==> src/rtl/multicycle_ctrl.sv <==
// Control FSM for a shared-memory multicycle MIPS datapath (R-type, addi, lw, sw, beq, j).
// Drives datapath enables/selects, handshakes with the unified memory and counts retirements.
module multicycle_ctrl #(
    parameter int CNT_W = 32
) (
    input  logic             clk_i,
    input  logic             rst_i,
    input  logic [5:0]       Op_i,
    input  logic             mem_ack_i,
    output logic             PCWrite_o,
    output logic             PCWriteCond_o,
    output logic             IorD_o,
    output logic             MemRd_o,
    output logic             MemWr_o,
    output logic             IRWrite_o,
    output logic             MemtoReg_o,
    output logic             RegDst_o,
    output logic             RegWrite_o,
    output logic             ALUSrcA_o,
    output logic [1:0]       ALUSrcB_o,
    output logic [1:0]       ALUOp_o,
    output logic [1:0]       PCSource_o,
    output logic             illegal_o,
    output logic [CNT_W-1:0] retired_o
);

    localparam logic [3:0] S_FETCH   = 4'd0;
    localparam logic [3:0] S_DECODE  = 4'd1;
    localparam logic [3:0] S_MEMADR  = 4'd2;
    localparam logic [3:0] S_MEMRD   = 4'd3;
    localparam logic [3:0] S_MEMWB   = 4'd4;
    localparam logic [3:0] S_MEMWR   = 4'd5;
    localparam logic [3:0] S_EXEC    = 4'd6;
    localparam logic [3:0] S_RWB     = 4'd7;
    localparam logic [3:0] S_ADDI_EX = 4'd8;
    localparam logic [3:0] S_ADDI_WB = 4'd9;
    localparam logic [3:0] S_BRANCH  = 4'd10;
    localparam logic [3:0] S_JUMP    = 4'd11;

    localparam logic [5:0] OP_RTYPE = 6'b000000;
    localparam logic [5:0] OP_ADDI  = 6'b001000;
    localparam logic [5:0] OP_LW    = 6'b100011;
    localparam logic [5:0] OP_SW    = 6'b101011;
    localparam logic [5:0] OP_BEQ   = 6'b000100;
    localparam logic [5:0] OP_J     = 6'b000010;

    logic [3:0]       state_r;
    logic [3:0]       next_state_s;
    logic [5:0]       op_r;
    logic             retire_s;
    logic [CNT_W-1:0] retired_r;

    // State register
    always_ff @(posedge clk_i or negedge rst_i) begin
        if (!rst_i) begin
            state_r <= S_FETCH;
        end else begin
            state_r <= next_state_s;
        end
    end

    // Opcode latch: captured in DECODE so later states ignore IR changes
    always_ff @(posedge clk_i or negedge rst_i) begin
        if (!rst_i) begin
            op_r <= 6'd0;
        end else if (state_r == S_DECODE) begin
            op_r <= Op_i;
        end else begin
            op_r <= op_r;
        end
    end

    // Retired-instruction counter, wraps silently
    always_ff @(posedge clk_i or negedge rst_i) begin
        if (!rst_i) begin
            retired_r <= '0;
        end else if (retire_s) begin
            retired_r <= retired_r + CNT_W'(1);
        end else begin
            retired_r <= retired_r;
        end
    end

    // Next-state logic; DECODE dispatches on the live opcode, MEMADR on the latched one
    always_comb begin
        next_state_s = S_FETCH;
        case (state_r)
            S_FETCH:   next_state_s = mem_ack_i ? S_DECODE : S_FETCH;
            S_DECODE: begin
                case (Op_i)
                    OP_LW, OP_SW: next_state_s = S_MEMADR;
                    OP_RTYPE:     next_state_s = S_EXEC;
                    OP_ADDI:      next_state_s = S_ADDI_EX;
                    OP_BEQ:       next_state_s = S_BRANCH;
                    OP_J:         next_state_s = S_JUMP;
                    default:      next_state_s = S_FETCH;
                endcase
            end
            S_MEMADR:  next_state_s = (op_r == OP_LW) ? S_MEMRD : S_MEMWR;
            S_MEMRD:   next_state_s = mem_ack_i ? S_MEMWB : S_MEMRD;
            S_MEMWB:   next_state_s = S_FETCH;
            S_MEMWR:   next_state_s = mem_ack_i ? S_FETCH : S_MEMWR;
            S_EXEC:    next_state_s = S_RWB;
            S_RWB:     next_state_s = S_FETCH;
            S_ADDI_EX: next_state_s = S_ADDI_WB;
            S_ADDI_WB: next_state_s = S_FETCH;
            S_BRANCH:  next_state_s = S_FETCH;
            S_JUMP:    next_state_s = S_FETCH;
            default:   next_state_s = S_FETCH;
        endcase
    end

    // Output decode; only FETCH/MEMWR (ack) and DECODE (opcode) have Mealy terms
    always_comb begin
        PCWrite_o     = 1'b0;
        PCWriteCond_o = 1'b0;
        IorD_o        = 1'b0;
        MemRd_o       = 1'b0;
        MemWr_o       = 1'b0;
        IRWrite_o     = 1'b0;
        MemtoReg_o    = 1'b0;
        RegDst_o      = 1'b0;
        RegWrite_o    = 1'b0;
        ALUSrcA_o     = 1'b0;
        ALUSrcB_o     = 2'b00;
        ALUOp_o       = 2'b00;
        PCSource_o    = 2'b00;
        illegal_o     = 1'b0;
        retire_s      = 1'b0;
        case (state_r)
            S_FETCH: begin
                MemRd_o   = 1'b1;
                ALUSrcB_o = 2'b01;
                IRWrite_o = mem_ack_i;
                PCWrite_o = mem_ack_i;
            end
            S_DECODE: begin
                ALUSrcB_o = 2'b11;
                case (Op_i)
                    OP_LW, OP_SW, OP_RTYPE, OP_ADDI, OP_BEQ, OP_J: illegal_o = 1'b0;
                    default:                                       illegal_o = 1'b1;
                endcase
            end
            S_MEMADR, S_ADDI_EX: begin
                ALUSrcA_o = 1'b1;
                ALUSrcB_o = 2'b10;
            end
            S_MEMRD: begin
                MemRd_o = 1'b1;
                IorD_o  = 1'b1;
            end
            S_MEMWB: begin
                RegWrite_o = 1'b1;
                MemtoReg_o = 1'b1;
                retire_s   = 1'b1;
            end
            S_MEMWR: begin
                MemWr_o  = 1'b1;
                IorD_o   = 1'b1;
                retire_s = mem_ack_i;
            end
            S_EXEC: begin
                ALUSrcA_o = 1'b1;
                ALUOp_o   = 2'b10;
            end
            S_RWB: begin
                RegWrite_o = 1'b1;
                RegDst_o   = 1'b1;
                retire_s   = 1'b1;
            end
            S_ADDI_WB: begin
                RegWrite_o = 1'b1;
                retire_s   = 1'b1;
            end
            S_BRANCH: begin
                ALUSrcA_o     = 1'b1;
                ALUOp_o       = 2'b01;
                PCWriteCond_o = 1'b1;
                PCSource_o    = 2'b01;
                retire_s      = 1'b1;
            end
            S_JUMP: begin
                PCWrite_o  = 1'b1;
                PCSource_o = 2'b10;
                retire_s   = 1'b1;
            end
            default: begin
                retire_s = 1'b0;
            end
        endcase
    end

    assign retired_o = retired_r;

endmodule

==> config.mk <==
export PLATFORM = sky130hd
export DESIGN_NAME = multicycle_ctrl
export DESIGN_NICKNAME = d
export VERILOG_FILES = /design/src/rtl/multicycle_ctrl.sv
export SDC_FILE = /design/constraint.sdc
export NUM_CORES = 1
export LEC_CHECK = 0
export ABC_CLOCK_PERIOD_IN_PS = 3120
export CORE_ASPECT_RATIO = 2
export CORE_MARGIN = 3
export CORE_UTILIZATION = 30
export DETAILED_ROUTE_END_ITERATION = 7
export GPL_TIMING_DRIVEN = 0
export HOLD_SLACK_MARGIN = 0.02
export PLACE_DENSITY = 0.56
export RECOVER_POWER = 50
export SLEW_MARGIN = 10
export SYNTH_ARGS = -nofsm -noshare
export SYNTH_HDL_FRONTEND = slang
export SYNTH_SLANG_ARGS = --single-unit
==> constraint.sdc <==
create_clock -name clk_i -period 3.12 [get_ports clk_i]
set_input_delay 0.468 -clock clk_i [delete_from_list [all_inputs] [get_ports clk_i]]
set_output_delay 0.468 -clock clk_i [all_outputs]
set_load 0.01 [all_outputs]
Yosys cells after proc, flatten, opt, wreduce, memory -nomap -nowiden:

Index checks and enable logic that the tools add are counted.

* add/sub/neg operators: 1
* multiplexer cells: 22
* reductions and logical operators: 10
* equal/unequal tests: 17

Operator list (number)
* 32-bit by 1-bit adder with 32-bit output, second input constant: 1
* 4-bit one-hot mux with 7 select lines: 1
* 4-bit one-hot mux with 5 select lines: 1
* 6-bit == test, second input constant: 3
* 4-bit by 3-bit == test with 1-bit output, second input constant: 4
* 4-bit == test, second input constant: 4
* 1-bit two-way mux: 12
* 3-bit two-way mux: 3
* 4-bit by 2-bit == test with 1-bit output, second input constant: 2
* 2-bit one-hot mux with 2 select lines: 2
* 2-bit OR reduction: 4
* 6-bit by 2-bit == test with 1-bit output, second input constant: 1
* 6-bit by 3-bit == test with 1-bit output, second input constant: 1
* 6-bit by 4-bit == test with 1-bit output, second input constant: 1
* 6-bit logical NOT: 1
* 2-bit one-hot mux with 3 select lines: 1
* 6-bit OR reduction: 1
* 5-bit OR reduction: 1
* 4-bit by 1-bit == test with 1-bit output, second input constant: 1
* 4-bit logical NOT: 1
* 1-bit one-hot mux with 2 select lines: 2
* 4-bit OR reduction: 1
* 3-bit OR reduction: 1

* output and inout bits: 49
* word-level logic and storage cells: 53
* bits in registers: 42

Depth between registers and ports, before layout:

* depth after elaboration: 4
* depth in mapped cells: 6

Worst setup path after synthesis:

No wires, ideal clock.

* path type: register -> register
* start: register state_r[3]
* end: register retired_r[22] (netlist: retired_o[22])
* arrival time: 1.811 ns
* data required time: 2.993 ns
* slack: 1.182 ns
* path buffers: 1
* cell stages (with the launch flop): 7
* clock period less this slack: 1.938 ns
* cell sequence: dfrtp_1 > nand2b_1 > buf_2 > o32a_4 > nor4_4 > nand4_1 > xnor2_1

* cells in the longest elaborated chain, start to end: 3
* elaborated cells on any way between the ends: 8
* those cells by class: eq/ne (6); mux (1); reduce/logical (1)

Ends and longest elaborated chain
* start, declared: RTL line 47 `logic [3:0] state_r;`
* start signal, assigned: RTL line 58 `state_r <= next_state_s;`
* 4-bit == test or 4-bit by 3-bit == test with 1-bit output (tied branches): RTL line 130 `case (state_r)`
* 5-bit OR reduction (no line)
* 1-bit one-hot mux with 2 select lines (*): RTL line 130
* end signal, assigned: RTL line 78 `retired_r <= retired_r + CNT_W'(1);`
* end signal, assigned: RTL line 80 `retired_r <= retired_r;`
* end, declared: RTL line 51 `logic [CNT_W-1:0] retired_r;`

Mark *: on every way between the ends. The rest lies on a longest branch, timed or not.
A chain may end at the register's enable or synchronous reset.

Worst setup path after layout:

* start: register state_r[1]
* end: output port illegal_o

* cells in the longest elaborated chain, start to end: 2

Ends and longest elaborated chain
* 4-bit by 1-bit == test with 1-bit output: RTL line 130
* 1-bit two-way mux: RTL line 130
* end, declared: RTL line 23 `output logic illegal_o,`

No other way between the ends.

==> flow_metrics.py <==
metrics = {
    "clock_tree": {
        "clock-sinks": 42,
        "cts_htree_levels": 2,
        "clk_path_buf_depth": 2,
        "clk_pin_slew_ns": 0.05,
        "root_buffer": "clkbuf_16",
        "ctsResizeCount": 0,
        "insertion_delay_ns": 0.28,
        "holdBufCountCts": 0,
        "cts_tree": "yes",
        "numCtsBuffers": 5,
        "post_cts_buffers": 0,
    },
    "detailed_routing": {
        "num_vias": 1876,
        "drt-total-wl_mm": 5.44,
        "post_drt_wl_per_cell_um": 14.4,
        "ant_nets": 0,
        "drtPass1Iterations": 5,
        "drc": 0,
        "via_per_inst": 4.96,
        "drt-initial-drc-count": 108,
    },
    "critical_path": {
        "path_cells": "nand2b_1 -> or3_1 -> clkbuf_1 -> nor2_1 -> clkdlybuf4s50_1",
        "r2r_slack_ns": 0.92,
        "crit_arrival_ns": 2.24,
        "ff2ff_path_depth": 6,
        "crit_path_top_delay_cell": "clkdlybuf4s50_1",
        "cp_data_required_time_ns": 2.65,
        "end_kind": "output pin",
        "critical_path_class": "register to output pin",
        "r2r-start": "state_r[3]",
        "cp_max_fo": 7,
        "cpPeakStageDelay_ns": 0.55,
        "cp-start-kind": "register",
        "r2r_end": "retired_o[22]",
    },
    "floorplan": {
        "core.rowCount": 43,
        "die_height_um": 127,
        "dieArea_mm2": 0.00848,
        "core_area_mm2": 0.00705,
        "die_w_um": 66.7,
        "start_util_pct": 31.3,
        "ios": 58,
    },
    "sta": {
        "worst_pin_slew_ns": 1.55,
        "tns_ns": 0,
        "slew_headroom_pct": -3.51,
        "rsz0062_at_grt": "no",
        "worst_clock_skew_ns": 0.00352,
        "setup_violations": 0,
        "fmax_ghz": 0.369,
        "min_period_over_period_pct": 86.9,
        "drv_slew": 29,
        "hold_viol_final": 0,
        "period_needed_ns": 2.71,
    },
    "power_and_ir_drop": {
        "p_leak_nw": 1.27,
        "p_total_mw": 1.44,
        "irDropWorstVdd_uv": 291,
        "powerDensity_mw_per_mm2": 478,
    },
    "global_route": {
        "grt_max_degree": 29,
        "antenna_found_initial": 0,
        "grt_pass1_vias": 1895,
        "grtUsageTotal_pct": 14.5,
        "grt_pass1_wl_mm": 9.45,
        "grt-ovfl-total": 0,
    },
    "yosys": {
        "ys_warn_count": 0,
        "synth.yosys.seq_area_share_pct": 47.6,
        "syn-cell-area_mm2": 0.00221,
        "synth_area_leaders": "dfrtp_1, xnor2_1, xor2_1, nand2_1, nor2_1",
        "synth_edf_count": 0,
        "synth_commonest_cells": "dfrtp_1, nand2_1, nor2_1",
        "syn_avg_cell_area_um2": 9.90,
        "synth_most_common_cell": "dfrtp_1",
        "synth_nets": 233,
        "ys_seq_elements": 42,
        "ys.flop_type": "dfrtp_1",
        "synth_cells": 223,
        "synth_top_area_cell": "dfrtp_1",
        "yosysTopAreaCellShare_pct": 47.6,
        "yosysUniqueCellTypes": 41,
        "async_flop_share_pct": 100,
    },
    "min_path": {
        "hold_class": "input port to async pin",
    },
    "run_status": {
        "violations": "capacitance limit, slew limit",
        "status": "finished with violations",
    },
    "placement": {
        "portBuffers": 57,
        "place.gp.congestion": 0.835,
        "dp_hpwl_mm": 4.17,
    },
    "final_layout": {
        "drive_above_1_share_pct": 4.51,
        "area_growth_pct": 36.5,
        "num_antenna_cells": 0,
        "layout.nets": 298,
    },
    "flow_run": {
        "maxCapViolCount": 1,
    },
}
==> layer usage <==
layer	vias to the layer above	routed length, um	track usage (%)
met5	-	0	0
met4	0	158	7.19
met3	9	197	2.99
met2	55	3040	25.2
met1	905	2050	16.2
li1	907	-	-
==> worst max-delay path: cells and delay by family (launching register included) <==
family                 cells  cell delay [ns]
buffers and inverters      2             0.77
flip-flops                 1             0.44
AND/OR/NAND/NOR            3             0.75
==> area by class of cell <==
type	count	area (um2)
multi-input cells	172	1110
repair buffers	58	568
inverters	1	3.75
plain buffers	8	38.8
well taps	90	113
flip-flops and latches	42	1050
fillers	714	4040
clock buffers	7	133
==> cells in the final DEF, fill, tap and decap left out, types with 4 or more instances in the layout <==
cell type / count
o21ai_0: 4
clkbuf_1: 9
nand4_1: 8
nor3_1: 8
a21oi_1: 7
nand2_1: 23
and3_1: 9
dlygate4sd3_1: 21
xor2_1: 11
nand2b_1: 9
nor2_1: 23
nand3_1: 15
dfrtp_1: 42
xnor2_1: 22
clkdlybuf4s50_1: 35
clkbuf_16: 5
mux2_1: 6
==> kinds of logic after synthesis <==
logic type               share of synthesized area [%]
AND/OR/NAND/NOR                                   26.4
XOR/XNOR                                          13.1
AO/OA/AOI/OAI                                     7.37
flip-flops                                        47.6
buffers and inverters                             1.93
multiplexers                                      3.06
adder cells (fa/ha/maj)                          0.567
==> worst max path at each step <==
stage / start / endpoint / depth (start not counted)
floorplan: state_r[3] / retired_o[22] / 6
global placement: rst_i / retired_o[18] / 1
detailed placement: mem_ack_i / retired_o[28] / 6
CTS: state_r[0] / illegal_o / 5
global route: state_r[0] / illegal_o / 5
finish: state_r[1] / illegal_o / 5
==> through the flow <==
| stage | cells | worst slack [ns] | hold WS (ns) | utilization [%] | area [um2] |
|---|---|---|---|---|---|
| floorplan | 223 | 1.18 | 0.172 | - | 2210 |
| global placement | 370 | 0.388 | 0.456 | 41.0 | 2890 |
| detailed placement | 371 | 0.428 | 0.409 | 41.2 | 2910 |
| CTS | 378 | 0.369 | 0.103 | 43.1 | 3040 |
| global route | 378 | 0.239 | 0.322 | 42.7 | 3010 |
| finish | 378 | 0.408 | 0.242 | 42.7 | 3010 |
==> sequential cells by signal, indices dropped and copies added (netlist names) <==
| register | cells |
|---|---|
| retired_o | 32 |
| state_r | 4 |
| op_r | 6 |
==> power breakdown <==
group,switching [mW],total [mW],internal [mW]
Sequential,0.0546,0.656,0.601
Clock,0.192,0.485,0.292
Combinational,0.145,0.301,0.156
No activity file was read; power rests on OpenSTA's default activity.
